===== src/rtl/instruction_fetch_if.sv =====
// instruction_fetch_if: fetch-stage bus bundle (imem request/ack, redirect, decode valid/ready)
// Signals:
//   imemReq/imemAddr     fetch -> memory word read request and address
//   imemAck/imemRdata    memory -> fetch completion and instruction word
//   redirect/redirectPc  execute -> fetch one-cycle restart pulse and target
//   instrValid/instrReady fetch <-> decode handshake
//   instr/pc             buffered instruction and its address
//   opcode/rd/rs1/rs2    raw fields sliced from instr
//   misalign             one-cycle pulse for a redirect target with low bits set
// Modports: master = fetch stage, slave = its environment.
interface instruction_fetch_if;
  logic        imemReq;
  logic [31:0] imemAddr;
  logic        imemAck;
  logic [31:0] imemRdata;
  logic        redirect;
  logic [31:0] redirectPc;
  logic        instrValid;
  logic        instrReady;
  logic [31:0] instr;
  logic [31:0] pc;
  logic [6:0]  opcode;
  logic [4:0]  rd;
  logic [4:0]  rs1;
  logic [4:0]  rs2;
  logic        misalign;
  modport master (
    output imemReq, imemAddr, instrValid, instr, pc, opcode, rd, rs1, rs2, misalign,
    input  imemAck, imemRdata, redirect, redirectPc, instrReady
  );
  modport slave (
    input  imemReq, imemAddr, instrValid, instr, pc, opcode, rd, rs1, rs2, misalign,
    output imemAck, imemRdata, redirect, redirectPc, instrReady
  );
endinterface


===== src/rtl/instruction_fetch.sv =====
// instruction_fetch: RV32I fetch stage -- owns the PC, reads imem, buffers one instruction for decode
// Ports:
//   clk   rising-edge clock
//   rstN  asynchronous active-low reset
//   bus   instruction_fetch_if.master (imem request/ack, redirect, decode handshake, fields)
module instruction_fetch #(
  parameter logic [31:0] RESET_PC  = 32'h0000_0000,
  parameter logic [31:0] NOP_INSTR = 32'h0000_0013
) (
  input logic                 clk,
  input logic                 rstN,
  instruction_fetch_if.master bus
);
  typedef enum logic [1:0] {IDLE, REQ, DROP, HOLD} stateT;
  stateT       state;
  logic [31:0] fetchPc;
  logic [31:0] reqAddr;
  logic [31:0] instrReg;
  logic [31:0] pcReg;
  logic        reqReg;
  logic        validReg;
  logic        misReg;
  logic [31:0] target;
  logic [31:0] nextPc;
  assign target = {bus.redirectPc[31:2], 2'b00};
  // Address of the next request to issue: a redirect in this cycle always wins.
  assign nextPc = bus.redirect ? target : fetchPc;
  assign bus.imemReq    = reqReg;
  assign bus.imemAddr   = reqAddr;
  assign bus.instrValid = validReg;
  assign bus.instr      = instrReg;
  assign bus.pc         = pcReg;
  assign bus.opcode     = instrReg[6:0];
  assign bus.rd         = instrReg[11:7];
  assign bus.rs1        = instrReg[19:15];
  assign bus.rs2        = instrReg[24:20];
  assign bus.misalign   = misReg;
  always_ff @(posedge clk or negedge rstN) begin
    if (!rstN) begin
      state    <= IDLE;
      fetchPc  <= RESET_PC;
      reqAddr  <= RESET_PC;
      reqReg   <= 1'b0;
      validReg <= 1'b0;
      instrReg <= NOP_INSTR;
      pcReg    <= RESET_PC;
      misReg   <= 1'b0;
    end else begin
      misReg <= bus.redirect & |bus.redirectPc[1:0];
      case (state)
        IDLE: begin
          state   <= REQ;
          reqReg  <= 1'b1;
          fetchPc <= nextPc;
          reqAddr <= nextPc;
        end
        REQ: begin
          if (bus.imemAck && bus.redirect) begin
            // Returned word is wrong-path; reissue immediately at the target.
            fetchPc <= target;
            reqAddr <= target;
          end else if (bus.imemAck) begin
            instrReg <= bus.imemRdata;
            pcReg    <= fetchPc;
            validReg <= 1'b1;
            fetchPc  <= fetchPc + 32'd4;
            reqReg   <= 1'b0;
            state    <= HOLD;
          end else if (bus.redirect) begin
            // Request stays on the bus with its old address until memory answers.
            fetchPc <= target;
            state   <= DROP;
          end
        end
        DROP: begin
          if (bus.imemAck) begin
            fetchPc <= nextPc;
            reqAddr <= nextPc;
            state   <= REQ;
          end else if (bus.redirect) begin
            fetchPc <= target;
          end
        end
        HOLD: begin
          // Redirect squashes the buffered word even if decode is ready.
          if (bus.redirect || bus.instrReady) begin
            validReg <= 1'b0;
            instrReg <= NOP_INSTR;
            reqReg   <= 1'b1;
            fetchPc  <= nextPc;
            reqAddr  <= nextPc;
            state    <= REQ;
          end
        end
        default: state <= IDLE;
      endcase
    end
  end
endmodule


===== src/flat_wrapper.sv =====
// flat-port wrapper written by rule: the top's interface ports become plain ports
module instruction_fetch_flat 
#(
  parameter logic [31:0] RESET_PC  = 32'h0000_0000,
  parameter logic [31:0] NOP_INSTR = 32'h0000_0013
)
  (clk, rstN, bus_imemReq, bus_imemAddr, bus_instrValid, bus_instr, bus_pc, bus_opcode, bus_rd, bus_rs1, bus_rs2, bus_misalign, bus_imemAck, bus_imemRdata, bus_redirect, bus_redirectPc, bus_instrReady);
  instruction_fetch_if bus_i ();
  input logic clk;
  input logic rstN;
  output wire logic [$bits(bus_i.imemReq)-1:0] bus_imemReq;
  output wire logic [$bits(bus_i.imemAddr)-1:0] bus_imemAddr;
  output wire logic [$bits(bus_i.instrValid)-1:0] bus_instrValid;
  output wire logic [$bits(bus_i.instr)-1:0] bus_instr;
  output wire logic [$bits(bus_i.pc)-1:0] bus_pc;
  output wire logic [$bits(bus_i.opcode)-1:0] bus_opcode;
  output wire logic [$bits(bus_i.rd)-1:0] bus_rd;
  output wire logic [$bits(bus_i.rs1)-1:0] bus_rs1;
  output wire logic [$bits(bus_i.rs2)-1:0] bus_rs2;
  output wire logic [$bits(bus_i.misalign)-1:0] bus_misalign;
  input wire logic [$bits(bus_i.imemAck)-1:0] bus_imemAck;
  input wire logic [$bits(bus_i.imemRdata)-1:0] bus_imemRdata;
  input wire logic [$bits(bus_i.redirect)-1:0] bus_redirect;
  input wire logic [$bits(bus_i.redirectPc)-1:0] bus_redirectPc;
  input wire logic [$bits(bus_i.instrReady)-1:0] bus_instrReady;
  assign bus_imemReq = bus_i.imemReq;
  assign bus_imemAddr = bus_i.imemAddr;
  assign bus_instrValid = bus_i.instrValid;
  assign bus_instr = bus_i.instr;
  assign bus_pc = bus_i.pc;
  assign bus_opcode = bus_i.opcode;
  assign bus_rd = bus_i.rd;
  assign bus_rs1 = bus_i.rs1;
  assign bus_rs2 = bus_i.rs2;
  assign bus_misalign = bus_i.misalign;
  assign bus_i.imemAck = bus_imemAck;
  assign bus_i.imemRdata = bus_imemRdata;
  assign bus_i.redirect = bus_redirect;
  assign bus_i.redirectPc = bus_redirectPc;
  assign bus_i.instrReady = bus_instrReady;
  instruction_fetch #(.RESET_PC(RESET_PC), .NOP_INSTR(NOP_INSTR)) u_core (.clk(clk), .rstN(rstN), .bus(bus_i));
endmodule

===== config.mk =====
export PLATFORM = sky130hd
export DESIGN_NAME = instruction_fetch_flat
export DESIGN_NICKNAME = d
export VERILOG_FILES = /design/src/rtl/instruction_fetch_if.sv /design/src/rtl/instruction_fetch.sv /design/src/flat_wrapper.sv
export SDC_FILE = /design/constraint.sdc
export NUM_CORES = 1
export LEC_CHECK = 0
export CORE_MARGIN = 5
export CORE_UTILIZATION = 46
export DETAILED_ROUTE_END_ITERATION = 10
export GPL_TIMING_DRIVEN = 0
export PLACE_DENSITY = 0.79
export REMOVE_ABC_BUFFERS = 1
export SLEW_MARGIN = 40
export SYNTH_ARGS = -nofsm -noshare
export SYNTH_HDL_FRONTEND = slang
export SYNTH_SLANG_ARGS = --single-unit
export TNS_END_PERCENT = 10

===== constraint.sdc =====
create_clock -name clk -period 3.4 [get_ports clk]
set_input_delay 1.02 -clock clk [delete_from_list [all_inputs] [get_ports clk]]
set_output_delay 1.02 -clock clk [all_outputs]
set_load 0.02 [all_outputs]

==> results of run 1 <==
## state kept, by name (all words and copies together), names as in the netlist
signal,cells
u_core.bus.instrValid,1
u_core.bus.imemReq,1
u_core.fetchPc,32
u_core.bus.misalign,1
u_core.state,2
u_core.bus.pc,32
u_core.bus.instr,32
u_core.bus.imemAddr,32
## stage by stage
stage | TNS (ps) | instances | util [%]
6_report | 0 | 967 | 66.7
5_1_grt | 0 | 967 | 66.7
4_1_cts | 0 | 967 | 66.7
3_5_place_dp | -184 | 935 | 61.7
3_3_place_gp | -767070 | 924 | 60.1
2_1_floorplan | -230 | 559 | -
## worst max-delay path, delay by kind of cell
family / cells / cell delay (ps)
mux: 1 / 260
xor+xnor: 1 / 140
simple gates: 3 / 1330
buf+inv: 1 / 660
## layer usage
metal  vias to the layer above  track usage, %  part of all wire [%]
li1                       2441               -                     -
met1                      2505            28.0                    41
met2                       189            36.2                    49
met3                        15            8.28                   8.3
met4                         0            8.58                   1.8
met5                         -               0                     0
## worst min path at each step
stage / to / slack (ps)
after floorplan: u_core.bus.pc[0] / 450
after global placement: u_core.bus.pc[19] / 460
after detailed placement: u_core.bus.pc[22] / 470
after CTS: u_core.bus.pc[22] / 480
after global routing: u_core.bus.instrValid / 500
final: u_core.bus.pc[0] / 480
## cells by family after synthesis
group / after synthesis / share of synthesized area [%]
compound gates: 120 / 12.4
xor+xnor: 22 / 3.09
fa+ha+maj: 1 / 0.201
buf+inv: 67 / 6.36
flops: 133 / 53.4
mux: 36 / 5.84
simple gates: 239 / 18.7
## cells in the final DEF, fill, tap and decap left out, drive strengths merged, types with 2 or more instances in the layout
cell type and instances:
a21o 2, a21oi 37, a22o 29, a22oi 3
and3 7, and4 4, buf 13, bufinv 6
clkbuf 19, clkdlybuf4s50 187, clkinv 6, dfrtp 130
dfstp 3, inv 8, mux2 3, mux2i 33
nand2 127, nand2b 2, nand3 14, nand4 12
nor2 48, nor2b 4, nor3 11, nor4 3
o211ai 3, o21ai 35, o221ai 3, o22a 3
xnor2 8, xor2 14
## power groups by stage
stage	sequential [mW]	clock, mW	combinational, mW
final	2.51	2.09	2.99
after global placement	2.50	0	2.88
after detailed placement	2.52	0	3.01
after global routing	2.60	2.19	3.19
after floorplan	3.12	0	0.780
after CTS	2.51	2.11	3.03
## area by class of cell
class | instances | area, sq um | area share [%]
Clock buffer | 19 | 443 | 4.99
Clock inverter | 13 | 229 | 2.58
Inverter | 8 | 30.0 | 0.338
Multi-Input combinational cell | 418 | 2540 | 28.6
Sequential cell | 133 | 3330 | 37.5
Tap cell | 176 | 220 | 2.48
Timing Repair Buffer | 200 | 2080 | 23.5
==> results.toml, run 1 <==
[status]
status = "finished, final reports clean"

[layout]
nets = 848
fillCellCount = 1000
n_antenna_cell = 0
drive_above_1_share_pct = 9.36
area.growth.synth_to_final_pct = 42.2
final_area_sq_um = 8870

[worst_setup_path]
endpoint = "u_core.fetchPc[23]"
startpoint_type = "input pin"
worstSetupStartpoint = "bus_imemAck"
worstReg2RegEnd = "u_core.fetchPc[23]"
slowest_stage = "clkdlybuf4s50_1"
path_class = "in -> reg"
r2r_setup_slack_ps = 920
rr_startpoint = "u_core.state[1]"
path_cells = "clkdlybuf4s50_1, nand3b_2, nor3_4, or4b_1, xnor2_1, mux2_2"
critical_path_required_ps = 3710
cp_slowest_stage_delay_ps = 660
path_max_fanout = 11
rr_worst_depth = 5
cp-end-kind = "register"
cp.arrival_ps = 3430

[placement]
dp_hpwl_mm = 12.4
place_congestion = 0.774
placed_cell_area_sq_um = 8200
pre_cts_ws_ps = -184
portBuffers = 189

[routing]
vias = 5150
dr.pass1.iters = 4
postRouteAntennaNets = 0
drt_iter0_drc = 356
routedWlPerCell_um = 18.1
drc = 0
wl_mm = 17.5
vias_per_cell = 5.33

[die]
fp.coreArea_sq_um = 13300
die_y_um = 126
ioPinCount = 190
die_w_um = 126
start_util_pct = 46.9
die_area_sq_um = 16000
num_rows = 42

[clock_tree]
path_clk_slew_ps = 50
cts-root-buf = "clkbuf_16"
cts_buffer_depth = 2
cts_sinks = 133
cts-resized-gates = 0
clkLatencyLatePin_ps = 430
cts_tree = "done"
numCtsBuffers = 17
h-tree-depth = 4
cts_hold_buf = 0
cts_setup_buffers = 0

[synthesis]
ys_types = 59
synth_area_leaders = "dfrtp_1 52%, nand2_1 7.5%, mux2i_1 5.3%"
post-synth-top-count-cell = "dfrtp_1"
synth-seq-cells = 133
synth_edf_count = 0
syn_area_sq_um = 6240
synth_top_cell_by_area = "dfrtp_1"
yosysWarnings = 0
synthCells = 618
async_reset_ff_share_pct = 100
yosysTopAreaCellShare_pct = 52.1
yosys-top-cells-count = "130 x dfrtp_1, 125 x nand2_1, 46 x nor2_1"
yosys_most_used_dff = "dfrtp_1"
ys_seq_area_share_pct = 53.4
synth_area_per_cell_sq_um = 10.1

[power]
p_clk_share_pct = 27.5
power.total_mw = 7.59
p_per_area_nw_per_um2 = 855
p_int_mw = 4.90
p_leak_nw = 3.80
peakVddDrop_mv = 0.486
combPwrFrac_pct = 39.4
power_switching_mw = 2.69
power.share.sequential_pct = 33.1
switching_share_pct = 35.4

[sta]
rsz0062_at_grt = "no"
post-route-period-util_pct = 91.6
fin_ws_ps = 285
hold_ws_ps = 475
hold_violations = 0
tightest_slew_ps = 602
finalSetupViolCount = 0
relSlewSlack_pct = 59.7
fmaxAchievable_mhz = 321
period_minus_slack_ps = 3120
maxSlewViolCount = 0
fin_skew_ps = 13.2

[global_route]
grt_pass1_vias = 5461
grt_max_degree = 71
grt-ovfl-total = 0
antenna_found_initial = 0
grt_pass1_wl_mm = 28.8
track_usage_pct = 22.6

[min_path]
hp-class = "reg -> reg"
hold_start = "u_core.bus.pc[0]"
whs_path_depth = 2

[flow_run]
maxCapViolCount = 0
Note: power is estimated with default switching activity, not from simulation.
==> run 2, diff against run 1 <==
ABC_AREA = 1   (was unset)
PLACE_DENSITY = 0.77   (was 0.79)
==> run 2 against run 1 <==
Effect of this change:
- first-iteration DRC count rose by 22%
- cell count up 23%
- total power grew 16%
- die area is 9.0% higher
- routed wire length is 12% higher
- design area grew 6.2%
- global-route usage grew 0.30 points
- setup slack better by 200 ps
- clock power is essentially flat
==> results.toml, run 2 <==
[clock_tree]
cts_tree = "done"
cts_hold_buf = 0
cts-root-buf = "clkbuf_16"
clkLatencyLatePin_ps = 420
cts_buffer_depth = 2
cts-resized-gates = 0
numCtsBuffers = 17
cts_setup_buffers = 0
cts_sinks = 133
h-tree-depth = 4
path_clk_slew_ps = 60

[synthesis]
async_reset_ff_share_pct = 100
synth-seq-cells = 133
yosysWarnings = 0
synth_area_leaders = "dfrtp_1 48%, nand2_1 15%, o21ai_0 5.0%"
synth_area_per_cell_sq_um = 8.11
syn_area_sq_um = 6850
synth_edf_count = 0
ys_types = 36
yosysTopAreaCellShare_pct = 47.5
synth_top_cell_by_area = "dfrtp_1"
post-synth-top-count-cell = "nand2_1"
ys_seq_area_share_pct = 48.7
yosys_most_used_dff = "dfrtp_1"
synthCells = 844
yosys-top-cells-count = "276 x nand2_1, 130 x dfrtp_1, 69 x o21ai_0"

[die]
die_area_sq_um = 17400
ioPinCount = 190
start_util_pct = 46.9
die_w_um = 132
fp.coreArea_sq_um = 14600
num_rows = 44
die_y_um = 132

[sta]
finalSetupViolCount = 0
hold_violations = 0
fin_skew_ps = 6.34
tightest_slew_ps = 619
fmaxAchievable_mhz = 343
relSlewSlack_pct = 58.7
rsz0062_at_grt = "no"
maxSlewViolCount = 0
period_minus_slack_ps = 2920
post-route-period-util_pct = 85.7
hold_ws_ps = 485

[routing]
routedWlPerCell_um = 16.4
routed.top_layer = "met4"
wl_met1_mm = 8.35
wl_met3_mm = 1.10
vias_per_cell = 5.25
wl_mm = 19.6
dr.pass1.iters = 6
drc = 0
drt_iter0_drc = 435
met2_length_mm = 9.65
postRouteAntennaNets = 0
vias = 6264

[layout]
fillCellCount = 1205
drive_above_1_share_pct = 6.24
n_antenna_cell = 0
layout_commonest_cell = "nand2_1"
nets = 1067
most-common-layout-cells = "275 x nand2_1, 186 x clkdlybuf4s50_1, 130 x dfrtp_1"
area.growth.synth_to_final_pct = 37.7

[power]
power.total_mw = 8.76
peakVddDrop_mv = 0.597
switching_share_pct = 39.3
power.share.sequential_pct = 30.9
combPwrFrac_pct = 45.2
p_clk_share_pct = 23.8
p_int_mw = 5.32
power_switching_mw = 3.44
p_per_area_nw_per_um2 = 930
p_leak_nw = 4.29

[worst_setup_path]
rr_worst_depth = 9
rr_startpoint = "u_core.state[0]"
critical_path_required_ps = 3670
worstReg2RegEnd = "u_core.bus.instr[1]"
r2r_setup_slack_ps = 640
worstSetupStartpoint = "bus_imemAck"
endpoint = "u_core.bus.pc[1]"
path_max_fanout = 61
cp-end-kind = "register"
path_class = "in -> reg"
startpoint_type = "input pin"
cp.arrival_ps = 3190

[min_path]
hp-class = "reg -> reg"

[global_route]
track_usage_pct = 22.9
grt_pass1_vias = 6426
grt_pass1_wl_mm = 32.5
antenna_found_initial = 0
grt-ovfl-total = 0
grt_max_degree = 70

[status]
status = "finished, final reports clean"

[flow_run]
maxCapViolCount = 0

[placement]
dp_hpwl_mm = 13.7
place_congestion = 0.859
portBuffers = 189
==> run 2: changes by cell type in the layout (fill, tap and decap cells not counted), moves of 8 or more <==
| cell | before | now |
|---|---|---|
| nand2_1 | 124 | 275 |
| inv_1 | 6 | 62 |
| o21ai_0 | 28 | 69 |
| mux2i_1 | 33 | 0 |
| o21a_1 | 0 | 30 |
| a21oi_1 | 37 | 10 |
| nand3_1 | 13 | 36 |
| o211ai_1 | 3 | 26 |
| xnor2_1 | 8 | 0 |
==> run 2: through the flow <==
| stage | setup TNS [ps] | utilization (%) | instances | worst slack, ps | area, sq um |
|---|---|---|---|---|---|
| after floorplan | 0 | - | 781 | 619 | 6470 |
| after global placement | -796330 | 58.9 | 1154 | -4010 | 8590 |
| after detailed placement | 0 | 60.1 | 1162 | 75.5 | 8760 |
| after CTS | 0 | 64.6 | 1194 | 522 | 9430 |
| after global routing | 0 | 64.6 | 1194 | 273 | 9430 |
| final | 0 | 64.6 | 1194 | 485 | 9430 |
==> run 2: logic make-up after synthesis <==
logic type                 Yosys count  share of synthesized area, %
adders and majority gates            1                         0.183
DFF                                133                          48.7
buffers and inverters              130                          9.19
AOI/OAI and AO/OA                  186                          17.9
xor gates and xnor gates            10                          1.28
and+or+nand+nor                    384                          22.8
==> run 2: worst min path at each step <==
stage / startpoint / to / slack, ps / depth (start not counted)
final: u_core.bus.pc[5] / u_core.bus.pc[5] / 480 / 2
after detailed placement: u_core.bus.pc[20] / u_core.bus.pc[20] / 470 / 2
after floorplan: u_core.fetchPc[0] / u_core.fetchPc[0] / 470 / 2
after global placement: u_core.bus.instrValid / u_core.bus.instrValid / 450 / 2
after global routing: u_core.bus.pc[15] / u_core.bus.pc[15] / 500 / 2
after CTS: u_core.bus.pc[20] / u_core.bus.pc[20] / 490 / 2
==> run 2: power groups by stage <==
stage / registers (mW) / logic (mW) / clock network [mW]
floorplan: 3.29 / 1.53 / 0
global placement: 2.71 / 3.80 / 0
detailed placement: 2.72 / 3.98 / 0
CTS: 2.71 / 4.00 / 2.11
global route: 2.80 / 4.31 / 2.18
finish: 2.71 / 3.96 / 2.09
==> run 2: cell type report <==
type	count	area, sq um	area share, %
clock buffers	19	433	4.59
well taps	184	230	2.44
clock inverters	13	230	2.44
repair buffers	197	2060	21.8
flip-flops and latches	133	3330	35.3
inverters	67	256	2.72
multi-input cells	581	2890	30.6
==> run 2: per-layer routing <==
layer | global-route usage, % | vias up
met1 | 29.2 | 2957
met3 | 4.92 | 39
met4 | 9.20 | 0
met2 | 38.0 | 207
li1 | - | 3061
met5 | 0 | -
==> run 2: critical path, stage by stage <==
cell	delay, ps
buf_2	470
inv_2	110
nor2_4	390
inv_2	160
nor2_4	320
buf_6	210
inv_4	230
nand2_1	140
o21ai_0	90
==> run 3, diff against run 2 <==
--- a/config.mk
+++ b/config.mk
@@ -9,4 +9,5 @@
 export CORE_MARGIN = 5
 export CORE_UTILIZATION = 46
+export CTS_CLUSTER_DIAMETER = 120
 export DETAILED_ROUTE_END_ITERATION = 10
 export GPL_TIMING_DRIVEN = 0
==> constraint.sdc (replaced) <==
create_clock -name clk -period 3.4 [get_ports clk]
set_input_delay 0.51 -clock clk [delete_from_list [all_inputs] [get_ports clk]]
set_output_delay 0.51 -clock clk [all_outputs]
set_load 0.02 [all_outputs]
==> results of run 3 <==
Same layout as run 2 (identical final DEF). Status: finished, final reports clean.
Among the figures that moved: setup slack after placement 75.5 ps -> 585 ps; setup slack after layout 485 ps -> 643 ps; hold slack 485 ps -> 22.3 ps; start point of the critical path bus_imemAck -> u_core.state[0]; end point of the critical path u_core.bus.pc[1] -> u_core.bus.instr[1]
